$ cat src/rtl/cpu_mem_pkg.sv
// rtl/cpu_mem_pkg.sv - shared types and opcode-class constants for the CPU memory port
package cpu_mem_pkg;

  typedef enum logic [1:0] {
    IDLE,
    RD,
    WR
  } state_t;

  typedef enum logic {
    DEST_IR,
    DEST_MDR
  } dest_t;

  localparam logic [1:0] OPC_LOAD  = 2'b00;
  localparam logic [1:0] OPC_STORE = 2'b01;

endpackage

$ cat src/rtl/mem_port_ctrl.sv
// rtl/mem_port_ctrl.sv - registered single-port RAM controller for fetch and load/store phases
// Optional store write-protection above GUARD_BASE is enabled by defining MEM_GUARD_EN.
module mem_port_ctrl
  import cpu_mem_pkg::*;
#(
  parameter int                DATA_W     = 16,
  parameter int                ADDR_W     = 12,
  parameter int                RD_LAT     = 1,
  parameter int                PHASE_W    = 5,
  parameter int                FETCH_BIT  = 0,
  parameter int                MEM_BIT    = 2,
  parameter logic [ADDR_W-1:0] GUARD_BASE = 12'hF00
) (
  input  logic              clk,
  input  logic              reset,
  input  logic [PHASE_W-1:0] phase,
  input  logic [DATA_W-1:0] instr,
  input  logic [ADDR_W-1:0] pc,
  input  logic [DATA_W-1:0] result,
  input  logic [DATA_W-1:0] ra,
  input  logic [DATA_W-1:0] mem_q,
  output logic [ADDR_W-1:0] address,
  output logic              wren,
  output logic [DATA_W-1:0] data,
  output logic [DATA_W-1:0] ir,
  output logic [DATA_W-1:0] mdr,
  output logic              stall,
  output logic              fault
);

  localparam int CNT_W = $clog2(RD_LAT + 1);

  state_t              state, state_d;
  dest_t               dest, dest_d;
  logic [CNT_W-1:0]    cnt, cnt_d;
  logic [PHASE_W-1:0]  phase_q;
  logic [ADDR_W-1:0]   address_d;
  logic                wren_d;
  logic [DATA_W-1:0]   data_d, ir_d, mdr_d;
  logic                fault_q, fault_d;

  logic                start, is_fetch, is_load, is_store;
  logic [1:0]          opc;
  logic [ADDR_W-1:0]   ea;

  always_comb begin
    opc      = instr[DATA_W-1 -: 2];
    ea       = result[ADDR_W-1:0];
    start    = (phase != phase_q);
    // Fetch wins if a malformed phase vector has both bits set.
    is_fetch = start & phase[FETCH_BIT];
    is_load  = start & ~phase[FETCH_BIT] & phase[MEM_BIT] & (opc == OPC_LOAD);
    is_store = start & ~phase[FETCH_BIT] & phase[MEM_BIT] & (opc == OPC_STORE);
    stall    = (state != IDLE) | is_fetch | is_load | is_store;
  end

  always_comb begin
    state_d   = state;
    dest_d    = dest;
    cnt_d     = cnt;
    address_d = address;
    wren_d    = wren;
    data_d    = data;
    ir_d      = ir;
    mdr_d     = mdr;
    fault_d   = fault_q;
    case (state)
      IDLE: begin
        address_d = pc;
        if (is_fetch) begin
          wren_d  = 1'b0;
          dest_d  = DEST_IR;
          cnt_d   = CNT_W'(RD_LAT);
          state_d = RD;
        end else if (is_load) begin
          address_d = ea;
          dest_d    = DEST_MDR;
          cnt_d     = CNT_W'(RD_LAT);
          state_d   = RD;
        end else if (is_store) begin
          address_d = ea;
          state_d   = WR;
`ifdef MEM_GUARD_EN
          if (ea >= GUARD_BASE) begin
            fault_d = 1'b1;
          end else begin
            wren_d = 1'b1;
            data_d = ra;
          end
`else
          wren_d = 1'b1;
          data_d = ra;
`endif
        end
      end
      RD: begin
        if (cnt != '0) begin
          cnt_d = cnt - 1'b1;
        end else begin
          if (dest == DEST_IR) ir_d = mem_q;
          else                 mdr_d = mem_q;
          address_d = pc;
          state_d   = IDLE;
        end
      end
      WR: begin
        wren_d    = 1'b0;
        data_d    = '0;
        address_d = pc;
        state_d   = IDLE;
      end
      default: state_d = IDLE;
    endcase
  end

  always_ff @(posedge clk) begin
    if (reset) begin
      state   <= IDLE;
      dest    <= DEST_IR;
      cnt     <= '0;
      phase_q <= '0;
      address <= '0;
      wren    <= 1'b0;
      data    <= '0;
      ir      <= '0;
      mdr     <= '0;
      fault_q <= 1'b0;
    end else begin
      state   <= state_d;
      dest    <= dest_d;
      cnt     <= cnt_d;
      phase_q <= phase;
      address <= address_d;
      wren    <= wren_d;
      data    <= data_d;
      ir      <= ir_d;
      mdr     <= mdr_d;
      fault_q <= fault_d;
    end
  end

`ifdef MEM_GUARD_EN
  assign fault = fault_q;
  logic unused_ok;
  assign unused_ok = ^{instr[DATA_W-3:0], result[DATA_W-1:ADDR_W]};
`else
  assign fault = 1'b0;
  logic unused_ok;
  assign unused_ok = ^{instr[DATA_W-3:0], result[DATA_W-1:ADDR_W], fault_q, GUARD_BASE};
`endif

endmodule

$ cat config.mk
export PLATFORM = sky130hd
export DESIGN_NAME = mem_port_ctrl
export DESIGN_NICKNAME = d
export VERILOG_FILES = /design/src/rtl/cpu_mem_pkg.sv /design/src/rtl/mem_port_ctrl.sv
export SDC_FILE = /design/constraint.sdc
export NUM_CORES = 1
export LEC_CHECK = 0
export ABC_AREA = 1
export ABC_CLOCK_PERIOD_IN_PS = 2250
export CAP_MARGIN = 20
export CORE_MARGIN = 2
export CORE_UTILIZATION = 41
export CTS_CLUSTER_DIAMETER = 30
export DETAILED_ROUTE_END_ITERATION = 6
export PLACE_DENSITY_LB_ADDON = 0.12
export SKIP_CTS_REPAIR_TIMING = 1
export SYNTH_ARGS = -nofsm -noshare
export SYNTH_HDL_FRONTEND = slang
export SYNTH_SLANG_ARGS = --single-unit
$ cat constraint.sdc
create_clock -name clk -period 2.25 [get_ports clk]
set_input_delay 0.3375 -clock clk [delete_from_list [all_inputs] [get_ports clk]]
set_output_delay 0.3375 -clock clk [all_outputs]
set_load 0.01 [all_outputs]
# After elaboration in Yosys (flattened, before gate mapping)
# Index checks and enable logic that the tools add are counted.
[classes] n_reduce_logical=15 n_eq_ne=12 muxes=23 mul=0 n_lt_le_gt_ge=0 div=0 bitwise_logic=11 n_addsub=1 shift=0
[op_table] op="two-way mux 12 bit" n=4
[op_table] op="two-way mux 16 bit" n=3
[op_table] op="case mux 12 bit (3 select lines)" n=1
[op_table] op="case mux 16 bit (2 select lines)" n=1
[op_table] op="!= test 3 bit, second input constant" n=3
[op_table] op="AND reduction 3 bit" n=3
[op_table] op="two-way mux 2 bit" n=4
[op_table] op="!= test 2 bit, second input constant" n=4
[op_table] op="AND reduction 2 bit" n=4
[op_table] op="nonzero test 2 bit" n=4
[op_table] op="two-way mux 1 bit" n=7
[op_table] op="bitwise AND 1 bit" n=5
[op_table] op="!= test 5 bit" n=1
[op_table] op="equality test 2 x 1 -> 1 bit, second input constant" n=2
[op_table] op="zero test 2 bit" n=2
[op_table] op="!= test 4 bit, second input constant" n=1
[op_table] op="case mux 1 bit (2 select lines)" n=2
[op_table] op="case mux 2 bit (2 select lines)" n=1
[op_table] op="AND reduction 4 bit" n=1
[op_table] op="NOT 1 bit" n=3
[op_table] op="OR 1 bit" n=3
[op_table] op="nonzero test 3 bit" n=1
[op_table] op="equality test 2 bit, second input constant" n=1
[op_table] op="subtractor 1 bit, second input constant" n=1
[word_totals] romBits=0 mem_count=0 wordCells=71 output_inout_bits=63 latchBits=0 mem_bits_rw=0 ff_bits=70 input_bits=83

# Logic depth before layout (Yosys ltp)
# Gate-level depths: netlist of the first run.
[logic_depth] ltp_word=8 depth_mapped=12 mapped_depth_nobuf=12

# Worst setup path before layout of the first run
# Ideal clock, no wire load.
[synth_timing] path_kind="register to register" startpoint="register state[1]" endpoint="register address[0]" n_path_buf=1 t_required_ps=2141 slack_ps=654 t_arrival_ps=1488 stages_incl_launch_ff=10 period_less_slack_ps=1596 path_cell_list="dfxtp_1 inv_1 ha_1 nand2_1 inv_1 nor2_1 clkbuf_1 nand3_1 nand2_1 inv_1"
[synth_via] elab_chain_cells=3 elab_cells_between_ends=7 cone_classes="3 x eq/ne; 1 x mux; 3 x reduce/logical"
[synth_lines] item="start, declared" line_no="mem_port_ctrl.sv:33" source="state_t state, state_d;"
[synth_lines] item="start signal, assigned" line_no="mem_port_ctrl.sv:129" source="state <= state_d;"
[synth_lines] item="equality test 2 x 1 -> 1 bit (tied with other cells)" line_no="mem_port_ctrl.sv:67" source="case (state)"
[synth_lines] item="!= test 2 bit (no source line) / nonzero test 3 bit (equally long branches)"
[synth_lines] item="AND reduction 2 bit (no source line)"
[synth_lines] item="end signal, assigned" line_no="mem_port_ctrl.sv:133" source="address <= address_d;"
[synth_lines] item="end, declared" line_no="mem_port_ctrl.sv:22" source="output logic [ADDR_W-1:0] address,"
# Several ways; a longest one is shown, not always the timed one.
# A chain may end at the register's enable or synchronous reset.

# Final worst setup path of the first run
[layout_timing] startpoint="input phase[3]" endpoint="output stall"
[layout_via] elab_chain_cells=6 elab_cells_between_ends=9 cone_classes="1 x eq/ne; 8 x bitwise"
[layout_lines] item="start, declared" line_no="mem_port_ctrl.sv:16" source="input logic [PHASE_W-1:0] phase,"
[layout_lines] item="!= test 5 bit *" line_no="mem_port_ctrl.sv:49" source="start = (phase != phase_q);"
[layout_lines] item="bitwise AND 1 bit (2 in a row)" line_no="mem_port_ctrl.sv:52, mem_port_ctrl.sv:53"
[layout_lines] item="bitwise AND 1 bit" line_no="mem_port_ctrl.sv:52" source="is_load = start & ~phase[FETCH_BIT] & phase[MEM_BIT] & (opc == OPC_LOAD);"
[layout_lines] item="OR 1 bit" line_no="mem_port_ctrl.sv:54" source="stall = (state != IDLE) | is_fetch | is_load | is_store;"
[layout_lines] item="OR 1 bit *" line_no="mem_port_ctrl.sv:54"
[layout_lines] item="end, declared" line_no="mem_port_ctrl.sv:27" source="output logic stall,"
# Mark *: on every way between the ends. The rest lies on a longest branch, timed or not.

==> flow_summary.yaml, run 1 <==
routing:
  vias_per_cell: 4.51
  dr.pass1.iters: 4
  vias: 3074
  wl_um: 7520
  ant_nets: 0
  dr.first_iter.drc_count: 60
  detail_route.wl_per_cell_um: 11.0
  drc: 0
global_route:
  grt_pass1_wl_um: 12900
  grt_util_all_layers: 0.185
  grt_pass1_vias: 3013
  grt_overflow: 0
  grt_max_degree: 37
  antenna_found_initial: 0
cells_and_area:
  antennaDiodeCount: 0
  fillCellCount: 667
  syn_to_final_growth_pct: 51.3
  final_cell_area_um2: 4810
  final_nets: 663
  fin_cells: 682
  drive_gt1_frac: 0.122
placed_design:
  placed_cell_area_um2: 4560
  place_inst: 667
  io_buffers: 126
  post-place-ws_ns: -0.111
  gp_congestion: 0.710
  hpwl_um: 5380
floorplanning:
  die_y_um: 92.1
  die_w_um: 92.1
  start_util: 0.418
  core_area_um2: 7610
  die_area_um2: 8480
  io_pins: 146
  row_count: 32
setup_path:
  reg2reg_slack_ns: 0.52
  crit_type: "input port to output port"
  start_kind: "input port"
  crit_slowest_cell: "clkdlybuf4s50_1"
  crit_family: "buffers and inverters"
  crit_top_cell: "nand2_1"
  rr_worst_depth: 8
  path_buf_inv: 3
  endpoint_kind: "output port"
  reg2reg_to: "data[10]$_SDFFE_PP0P_"
  max_stage_delay_ns: 0.47
  crit_fanout: 3
  cp_cell_sequence: "clkdlybuf4s50_1 > inv_1 > nand2_1 > nand2_1 > nor2_2 > nand3_4 > nand2_2 > nand3_1 > dlymetal6s2s_1"
  critPathRequiredTime_ns: 1.91
  cp.arrival_ns: 1.61
  reg2reg_from: "state[1]$_SDFFE_PP0P_"
sta:
  skew_ns: 0.00922
  max-slew-margin-rel: 0.645
  final.min_clock_period_ns: 1.95
  fin_ws_ns: 0.304
  tightest_slew_ns: 0.532
  timing.final.crit_share: 0.865
  finalSetupViolations: 0
  rsz0062_at_grt: "no"
  max_freq_ghz: 0.514
  slew_violations: 0
  hold_viol: 0
clock_tree:
  clkTransAtPathRegs_ns: 0.07
  h-tree-depth: 3
  clock_latency_ns: 0.34
  cts_tree: "built"
  cts.sinks: 70
  root_buffer: "clkbuf_8"
  cts.path.max_buffers: 2
  cts-buffers-inserted: 9
logic_synthesis:
  yosys_warnings: 0
  synth_cells: 445
  synth_area_leader_cell: "dfxtp_1"
  avgSynthCellArea_um2: 7.14
  netlist-cell-type-count: 27
  synth_nets: 532
  yosysSeqAreaShare: 0.441
  synth_area_leaders: "dfxtp_1 44%, nor2_1 15%, nand2_1 8.3%"
  synth_area_um2: 3180
  yosys.area.top_type_share: 0.441
  synth-seq-cells: 70
power:
  ir_worst_vdd_uv: 425
  total_power_uw: 3630
  pwr_density_cell_nw_per_um2: 754
  p_leak_uw: 0.00215
job:
  maxCapViolCount: 0
hold_path:
  min_from: "data[7]$_SDFFE_PP0P_"
  hold_class: "register to register"
  min_to: "data[7]$_SDFFE_PP0P_"
  worstHoldPathCells: 2
outcome:
  status: "finished, final reports clean"
## area by class of cell
class	count	area, µm²	share of cell area
clock buffers	9	124	0.0257
clock inverters	6	111	0.0231
inverters	50	188	0.0390
multi-input cells	303	1480	0.307
flip-flops and latches	70	1400	0.291
well taps	102	128	0.0265
repair buffers	142	1380	0.288
## metal layers
| metal | global-route usage | vias up | share of wire |
|---|---|---|---|
| li1 | - | 1627 | - |
| met1 | 0.225 | 1346 | 0.46 |
| met2 | 0.303 | 87 | 0.45 |
| met3 | 0.0583 | 14 | 0.071 |
| met4 | 0.0734 | 0 | 0.018 |
| met5 | 0 | - | 0 |
## state kept, by name (all words and copies together) (netlist names)
name	cells
cnt	1
mdr	16
data	16
ir	16
state	2
address	12
dest	1
wren	1
phase_q	5
## synthesized netlist by cell type
library cell and instances:
buf_12 1, conb_1 1, clkinv_1 1, dfxtp_1 70
nand3_4 1, buf_4 1, xnor2_1 1, inv_1 49
nor2_1 123, buf_1 1, ha_1 4, nor2_2 1
a21oi_2 10, o21ai_0 32, nand3b_2 1, a22oi_1 1
nand3_1 25, nand2_1 70, buf_8 1, nand2_8 1
clkbuf_1 14, buf_2 3, nand3_2 10, nand2_2 11
buf_6 1, a21oi_1 8, nand2_4 3
## metrics by stage
stage          TNS (ns)   util  hold WS, ns
6_report              0  0.632        0.464
3_3_place_gp     -0.255  0.600        0.449
5_1_grt               0  0.632        0.484
4_1_cts           -1.86  0.631        0.469
2_1_floorplan         0      -        0.444
3_5_place_dp      -1.66  0.600        0.459
## cells in the final DEF, fill, tap and decap left out
cell type        count
clkdlybuf4s50_1    125
nor2_1             121
nand2_1             70
dfxtp_1             70
inv_1               49
o21ai_0             32
nand3_1             25
buf_4               16
nand2_2             11
nand3_2             10
a21oi_2             10
clkbuf_8             9
a21oi_1              8
ha_1                 4
nand2_4              3
bufinv_16            3
nor2_2               2
clkinv_1             1
xnor2_1              1
nand3_4              1
nand2_8              1
nand3b_2             1
a22oi_1              1
nor2_4               1
conb_1               1
clkinv_4             1
clkinvlp_4           1
clkinv_2             1
dlymetal6s2s_1       1
## report_power, final
part | leakage (µW) | internal (µW) | switching (µW)
registers | 0.000573 | 1370 | 71.5
clock network | 0.000115 | 730 | 468
logic | 0.00146 | 490 | 495
## how the worst max path moves through the flow
stage | cells past startpoint | from | slack, ns | to
floorplan | 9 | state[1]$_SDFFE_PP0P_ | 0.65 | address[0]$_SDFFE_PP0P_
global placement | 9 | phase[2] | -0.04 | stall
CTS | 7 | state[1]$_SDFFE_PP0P_ | -0.13 | ir[0]$_SDFFE_PP0P_
detailed placement | 7 | state[1]$_SDFFE_PP0P_ | -0.11 | ir[13]$_SDFFE_PP0P_
global route | 9 | phase[3] | 0.15 | stall
finish | 9 | phase[3] | 0.30 | stall
## tightest hold or removal path: stages (launching register included)
cell and delay, ns:
dfxtp_1 0.31, nand2_1 0.06, a21oi_1 0.05
## cell families (layout without fill, tap and decap cells)
logic type                 after synthesis  count (layout)  synth area share
other                                    1               1           0.00118
buffers and inverters                   72             207            0.0984
adders and majority gates                4               4            0.0157
AOI/OAI and AO/OA                       51              51            0.0929
and+or+nand+nor                        246             246             0.348
xor gates and xnor gates                 1               1           0.00276
DFF                                     70              70             0.441
(Power assumes the default switching activity.)
==> run 2, diff against run 1 <==
Settings changed: PLACE_DENSITY_LB_ADDON 0.12 to 0.05.
==> run 2 against run 1 <==
Non-clock buffer count fell by 1. Power decreased by 5.7%. Clock skew increased by 0.0011 ns. Critical path type unchanged. Sequential share of layout area rose by 0.31 points. Clock-buffer cell count grew 1. Sequential power barely moved. Global-route usage decreased by 0.24 points. Via count down 1.8%.
==> flow_summary.yaml, run 2 (synthesized netlist as in run 1, its figures left out) <==
cells_and_area:
  fillCellCount: 729
  regArea_um2: 1400
  antennaDiodeCount: 0
  fin_cells: 682
  syn_to_final_growth_pct: 49.7
  final_cell_mix: "125 x clkdlybuf4s50_1, 122 x nor2_1, 70 x nand2_1, 70 x dfxtp_1, 49 x inv_1"
  drive_gt1_frac: 0.119
  multi_input_area_um2: 1470
  top_regs: "data (16), ir (16), mdr (16)"
  final_nets: 662
  final_common_cell: "clkdlybuf4s50_1"
power:
  pwr_density_cell_nw_per_um2: 719
  combPwrFrac: 0.284
  p_clk_frac: 0.294
  power.net_switching_uw: 1050
  p_int_uw: 2370
  p_leak_uw: 0.00212
  swShare: 0.306
  ir_worst_vdd_uv: 514
  p_seq_frac: 0.421
routing:
  vias: 3020
  vias_per_cell: 4.43
  ant_nets: 0
  wl_um: 7310
  drc: 0
  detail_route.wl_per_cell_um: 10.7
  dr.first_iter.drc_count: 94
  dr.pass1.iters: 4
setup_path:
  cp.arrival_ns: 1.66
  reg2reg_to: "data[7]$_SDFFE_PP0P_"
  crit_path_end: "stall"
  max_stage_delay_ns: 0.49
  start_kind: "input port"
  endpoint_kind: "output port"
  crit_fanout: 3
  crit_cells: 9
  rr_worst_depth: 7
  crit_top_cell: "nand2_1"
  reg2reg_slack_ns: 0.31
  crit_family: "buffers and inverters"
  critical_path.startpoint: "phase[2]"
  critPathRequiredTime_ns: 1.91
  crit_type: "input port to output port"
  path_buf_inv: 3
  cp_cell_sequence: "clkdlybuf4s50_1 > inv_1 > nand2_1 > nand2_1 > nor2_1 > nand3_4 > nand2_2 > nand3_1 > dlymetal6s2s_1"
  crit_slowest_cell: "clkdlybuf4s50_1"
  reg2reg_from: "state[0]$_SDFFE_PP0P_"
global_route:
  grt_pass1_vias: 2902
  use_met1: 0.220
  grt_pass1_wl_um: 12500
  grt_overflow: 0
  use_met3: 0.0657
  grt_busiest_layer: "met2"
  grt_max_degree: 37
  use_met2: 0.299
  antenna_found_initial: 0
  grt_util_all_layers: 0.182
clock_tree:
  h-tree-depth: 3
  cts.sinks: 70
  cts_tree: "built"
  cts.path.max_buffers: 2
  clock_latency_ns: 0.35
  root_buffer: "clkbuf_8"
  clkTransAtPathRegs_ns: 0.07
  cts-buffers-inserted: 9
outcome:
  status: "finished, final reports clean"
sta:
  max_freq_ghz: 0.501
  rsz0062_at_grt: "no"
  timing.final.crit_share: 0.887
  tightest_slew_ns: 0.619
  hold_viol: 0
  max-slew-margin-rel: 0.587
  slew_violations: 0
  final.min_clock_period_ns: 2.00
  finalSetupViolations: 0
  fin_worst_hold_slack_ns: 0.464
  skew_ns: 0.0104
floorplanning:
  die_y_um: 92.1
  start_util: 0.418
  die_area_um2: 8480
  core_area_um2: 7610
  die_w_um: 92.1
  row_count: 32
  io_pins: 146
hold_path:
  min_from: "data[10]$_SDFFE_PP0P_"
  hold_class: "register to register"
  worstHoldPathCells: 2
job:
  maxCapViolCount: 0
placed_design:
  gp_congestion: 0.762
  place_inst: 666
  hpwl_um: 5290
  io_buffers: 126
## run 2: cell types whose count changed in the layout (fill, tap and decap cells not counted)
cell        before  now
clkinv_2         1    0
nor2_1         121  122
bufinv_16        3    1
inv_6            0    1
clkbuf_1         0    1
clkinv_4         1    2
nor2_4           1    0
clkinvlp_4       1    2
buf_4           16   15
## run 2: worst min-delay path, delay by kind of cell, from the launching register on
kind            cells  cell delay, ns
compound gates      1            0.05
flops               1            0.31
simple gates        1            0.06
## run 2: cell type report
class	count	share of cell area
clock inverters	6	0.0150
clock buffers	10	0.0268
multi-input cells	303	0.308
well taps	102	0.0268
inverters	50	0.0394
flip-flops and latches	70	0.294
repair buffers	141	0.289
## run 2: routing by layer
layer | wire length, µm | up-vias
li1 | - | 1624
met5 | 0 | -
met1 | 3280 | 1311
met3 | 542 | 8
met2 | 3400 | 77
met4 | 84 | 0
## run 2: power by group through the flow
| stage | clock (µW) | combinational, µW | sequential, µW |
|---|---|---|---|
| after global placement | 0 | 977 | 1460 |
| after global routing | 1090 | 1090 | 1460 |
| final | 1010 | 973 | 1440 |
| after detailed placement | 0 | 984 | 1470 |
| after floorplan | 0 | 497 | 1520 |
| after CTS | 1040 | 989 | 1440 |
## run 2: worst min-delay path by stage
stage / end / slack [ns]
finish: data[10]$_SDFFE_PP0P_ / 0.46
global route: data[3]$_SDFFE_PP0P_ / 0.48
CTS: data[13]$_SDFFE_PP0P_ / 0.47
detailed placement: data[14]$_SDFFE_PP0P_ / 0.46
global placement: data[11]$_SDFFE_PP0P_ / 0.45
floorplan: phase_q[0]$_SDFF_PP0_ / 0.44
## run 2: through the flow
| step | cell area (µm²) | TNS [ns] | setup WS [ns] | power [µW] | utilization |
|---|---|---|---|---|---|
| after floorplan | 3180 | 0 | 0.654 | 2010 | - |
| after global placement | 4560 | -0.827 | -0.0786 | 2440 | 0.599 |
| after detailed placement | 4560 | -1.08 | -0.0853 | 2450 | 0.599 |
| after CTS | 4750 | -1.35 | -0.104 | 3470 | 0.625 |
| after global routing | 4760 | 0 | 0.0537 | 3640 | 0.626 |
| final | 4760 | 0 | 0.255 | 3420 | 0.626 |
